File: src/rtl/mem_arbiter.sv
// Two-master round-robin arbiter for the native memory bus, in front of the BRAM controller.
// Master 0 is the CPU and master 1 is the loader/debug port. The loader can lock out master 0.
// The path returns to idle after every transaction, so s_mem_valid is low for at least one
// cycle between transactions.
module mem_arbiter #(
    parameter int unsigned ADDR_W = 32,
    parameter int unsigned DATA_W = 32
) (
    input  logic              clk,
    input  logic              reset_n,

    input  logic              m0_mem_valid,
    input  logic [ADDR_W-1:0] m0_mem_addr,
    input  logic [DATA_W-1:0] m0_mem_wdata,
    input  logic [3:0]        m0_mem_wstrb,
    output logic              m0_mem_ready,
    output logic [DATA_W-1:0] m0_mem_rdata,

    input  logic              m1_mem_valid,
    input  logic [ADDR_W-1:0] m1_mem_addr,
    input  logic [DATA_W-1:0] m1_mem_wdata,
    input  logic [3:0]        m1_mem_wstrb,
    output logic              m1_mem_ready,
    output logic [DATA_W-1:0] m1_mem_rdata,

    input  logic              m1_lock,

    output logic              s_mem_valid,
    output logic [ADDR_W-1:0] s_mem_addr,
    output logic [DATA_W-1:0] s_mem_wdata,
    output logic [3:0]        s_mem_wstrb,
    input  logic              s_mem_ready,
    input  logic [DATA_W-1:0] s_mem_rdata,

    output logic [1:0]        grant_o
);

    typedef enum logic [1:0] {
        StIdle   = 2'b00,
        StGrant0 = 2'b01,
        StGrant1 = 2'b10
    } state_e;

    state_e state_q, state_d;
    logic   last_grant_q, last_grant_d;  // 0: master 0 served last, 1: master 1
    logic   req0, req1;

    // While the loader holds the lock, master 0 requests are not visible to arbitration.
    assign req0 = m0_mem_valid & ~m1_lock;
    assign req1 = m1_mem_valid;

    // Read data is broadcast; only the ready pulse tells a master that the data is its own.
    assign m0_mem_rdata = s_mem_rdata;
    assign m1_mem_rdata = s_mem_rdata;

    // Next state: pick a master in idle (a tie goes to the one not served last), release on ready.
    always_comb begin
        state_d      = state_q;
        last_grant_d = last_grant_q;
        unique case (state_q)
            StIdle: begin
                if (req0 && req1) begin
                    state_d = last_grant_q ? StGrant0 : StGrant1;
                end else if (req0) begin
                    state_d = StGrant0;
                end else if (req1) begin
                    state_d = StGrant1;
                end
            end
            StGrant0: begin
                if (s_mem_ready) begin
                    state_d      = StIdle;
                    last_grant_d = 1'b0;
                end
            end
            StGrant1: begin
                if (s_mem_ready) begin
                    state_d      = StIdle;
                    last_grant_d = 1'b1;
                end
            end
            default: state_d = StIdle;
        endcase
    end

    // State register. Reset makes master 0 win the first tie.
    always_ff @(posedge clk) begin
        if (!reset_n) begin
            state_q      <= StIdle;
            last_grant_q <= 1'b1;
        end else begin
            state_q      <= state_d;
            last_grant_q <= last_grant_d;
        end
    end

    // Bus mux. The grant is held until ready even if the master drops valid early.
    always_comb begin
        s_mem_valid  = 1'b0;
        s_mem_addr   = '0;
        s_mem_wdata  = '0;
        s_mem_wstrb  = 4'b0000;
        m0_mem_ready = 1'b0;
        m1_mem_ready = 1'b0;
        grant_o      = 2'b00;
        unique case (state_q)
            StGrant0: begin
                s_mem_valid  = m0_mem_valid;
                s_mem_addr   = m0_mem_addr;
                s_mem_wdata  = m0_mem_wdata;
                s_mem_wstrb  = m0_mem_wstrb;
                m0_mem_ready = s_mem_ready;
                grant_o      = 2'b01;
            end
            StGrant1: begin
                s_mem_valid  = m1_mem_valid;
                s_mem_addr   = m1_mem_addr;
                s_mem_wdata  = m1_mem_wdata;
                s_mem_wstrb  = m1_mem_wstrb;
                m1_mem_ready = s_mem_ready;
                grant_o      = 2'b10;
            end
            default: ;
        endcase
    end

endmodule

File: config.mk
export PLATFORM = sky130hd
export DESIGN_NAME = mem_arbiter
export DESIGN_NICKNAME = d
export VERILOG_FILES = /design/src/rtl/mem_arbiter.sv
export SDC_FILE = /design/constraint.sdc
export NUM_CORES = 1
export LEC_CHECK = 0
export CAP_MARGIN = 20
export CORE_AREA = 5 5 119 121
export DETAILED_ROUTE_END_ITERATION = 16
export DIE_AREA = 0 0 124 126
export PLACE_DENSITY = 0.62
export SYNTH_ARGS = -nofsm -noshare
export SYNTH_HDL_FRONTEND = slang
export SYNTH_SLANG_ARGS = --single-unit
File: constraint.sdc
create_clock -name clk -period 2.4 [get_ports clk]
set_clock_uncertainty 0.2 [all_clocks]
set_input_delay 0.48 -clock clk [delete_from_list [all_inputs] [get_ports clk]]
set_output_delay 0.48 -clock clk [all_outputs]
set_load 0.02 [all_outputs]
==> impl_metrics.tcl <==
set metrics [dict create \
    core_sq_mm 0.0130 \
    grt_start_max_net_pins 26 \
    synthTopCellsByArea "a22oi_1 (28%), buf_4 (27%), nor2b_1 (24%)" \
    die-area_sq_mm 0.0156 \
    maxCapViolations 0 \
    syn-cell-area_sq_mm 0.00184 \
    numCtsBuffers 3 \
    worst_slack_ps 71.8 \
    grt_pass1_wl_mm 13.5 \
    synth_top_area_cell "a22oi_1" \
    fillers 1464 \
    ys_ff_latch 3 \
    grt_setup_unrepaired "no" \
    die_h_um 126 \
    final_net_count 580 \
    end_kind "output port" \
    synth_top_area_frac 0.282 \
    pwr-share-clk 0.163 \
    path_common_cell "buf_12" \
    routed_wl_mm 9.69 \
    crit_chain "inv_2, ha_4, buf_12, buf_12, nor2b_1, clkdlybuf4s15_2" \
    diodes 0 \
    drtAntennaViolNets 0 \
    pre_cts_ws_ps -151 \
    tightest_slew_ps 271 \
    timing.hold.ws_ps 296 \
    ys_seq_area_frac 0.0327 \
    layout_commonest_cell "clkdlybuf4s50_1" \
    slew_violations 0 \
    finalHoldViolCount 0 \
    clock_latency_ps 230 \
    p_leak_uw 0.00138 \
    cell_internal_pwr_uw 998 \
    cpPeakStageDelay_ps 370 \
    cp_slowest_cell "dfxtp_4" \
    dpl_cell_area_sq_mm 0.00373 \
    clk_path_buf_depth 2 \
    clock-root-buffer "clkbuf_16" \
    fin_crit_ps 2330 \
    run_status "finished clean" \
    start_kind "register" \
    antenna_found_initial 0 \
    grt_usage 0.111 \
    utilization 0.286 \
    drive_gt1_frac 0.263 \
    clock.fmax_mhz 430 \
    start_util 0.142 \
    hold_class "reg -> reg" \
    final_cell_mix "clkdlybuf4s50_1 (142), nor2b_1 (70), a22oi_1 (66)" \
    drc 0 \
    p_sw_frac 0.398 \
    dp_hpwl_mm 7.26 \
    p_seq_frac 0.042 \
    max_slew_margin 0.819 \
    cts.sinks 3 \
    drt_pass1_iterations 4 \
    final_area_sq_mm 0.00371 \
    cts_tree "done" \
    crit_arrival_ps 1650 \
    switchingPower_uw 660 \
    yosysWarnings 0 \
    vias 2377 \
    crit_type "reg -> out" \
    area.growth.synth_to_final_pct 102 \
    grt_pass1_vias 2530 \
    overflow 0 \
    finalSetupViolCount 0 \
    min_period_over_period 0.970 \
    synthCells 253 \
    drt_iter0_drc 78 \
    detail_route.wl_per_cell_um 16.8 \
    htreeDepth 1 \
    crit_fanout 24 \
    rows 42 \
    synthDistinctLibCells 17 \
    place.gp.congestion 0.769 \
    synth_nets 432 \
    num_io_pins 311 \
    required_ps 1720 \
    io_buffer_count 214 \
    p_total_uw 1660 \
    die_w_um 124 \
    ir_drop_uv 307 \
    comb_power_share 0.795 \
    clkTransAtPathRegs_ps 30 \
    syn-mean-instance-area_sq_um 7.26 \
    powerDensity_mw_per_mm2 447 \
    detail_route.vias_per_cell 4.13 \
]
==> timing repair <==
item                                   4_1_cts  5_1_grt
endpoints found under the hold margin        0        0
setup endpoints to repair                   72       56
setup buffers                                1        0
gates cloned                                 3        0
gates resized for setup                    222       48
pin swaps                                    0        1
hold buffers                                 0        0
==> routing by layer <==
metal / GRT usage / vias up / wire length [um]
met5: 0 / - / 0
met3: 0.0283 / 43 / 1130
met2: 0.210 / 147 / 4900
li1: - / 1110 / -
met4: 0.0561 / 0 / 417
met1: 0.109 / 1077 / 3240
==> state kept, by name, indices dropped and copies added (netlist names) <==
signal,count
last_grant_q,1
state_q,2
==> logic make-up (layout without fill, tap and decap cells) <==
group | after synthesis | after routing | share of synthesized area
AND/OR/NAND/NOR | 77 | 77 | 0.262
multiplexers | 1 | 1 | 0.00545
flip-flops | 3 | 3 | 0.0327
adder cells (fa/ha/maj) | 5 | 5 | 0.0341
buffers and inverters | 93 | 240 | 0.351
AO/OA/AOI/OAI | 74 | 74 | 0.314
==> area by class of cell <==
class / count / area (sq um) / area share
Tap cell: 176 / 220 / 0.0594
Inverter: 5 / 18.8 / 0.00506
Timing Repair Buffer: 231 / 2140 / 0.577
Clock buffer: 4 / 78.8 / 0.0212
Sequential cell: 3 / 67.6 / 0.0182
Multi-Input combinational cell: 157 / 1180 / 0.319
==> power groups by stage <==
| stage | Sequential [uW] | Clock (uW) | Combinational, uW |
|---|---|---|---|
| 2_1_floorplan | 62.3 | 0 | 818 |
| 3_3_place_gp | 63.2 | 0 | 1240 |
| 3_5_place_dp | 64.2 | 0 | 1250 |
| 4_1_cts | 67.8 | 279 | 1370 |
| 5_1_grt | 70.8 | 282 | 1420 |
| 6_report | 69.4 | 270 | 1320 |
==> Yosys cell counts (all sizes together) <==
master	count
dfxtp	3
mux2i	1
nor2b	70
inv	5
nand2	4
and2	2
o211ai	1
a2111oi	1
a22oi	69
clkbuf	6
ha	5
nand2b	1
a32oi	1
buf	82
o21bai	2
==> through the flow <==
stage          instances  TNS, ps
2_1_floorplan        253        0
5_1_grt              576        0
4_1_cts              576        0
3_3_place_gp         568    -5650
6_report             576        0
3_5_place_dp         568    -7920
==> path summary, 6_finish.rpt <==
path | startpoint | endpoint | cells past startpoint | slack (ps)
max | state_q[1] | s_mem_wdata[27] | 6 | 70
min reg2reg | last_grant_q | last_grant_q | 2 | 300
max reg2reg | state_q[0] | state_q[0] | 5 | 680
min | last_grant_q | last_grant_q | 2 | 300
==> critical path: cells and delay by family (launching register included) <==
kind	cells	cell delay, ps
buffers and inverters	4	600
flip-flops	1	370
adder cells (fa/ha/maj)	1	300
AND/OR/NAND/NOR	1	150
Power figures use the tool's default switching activity.
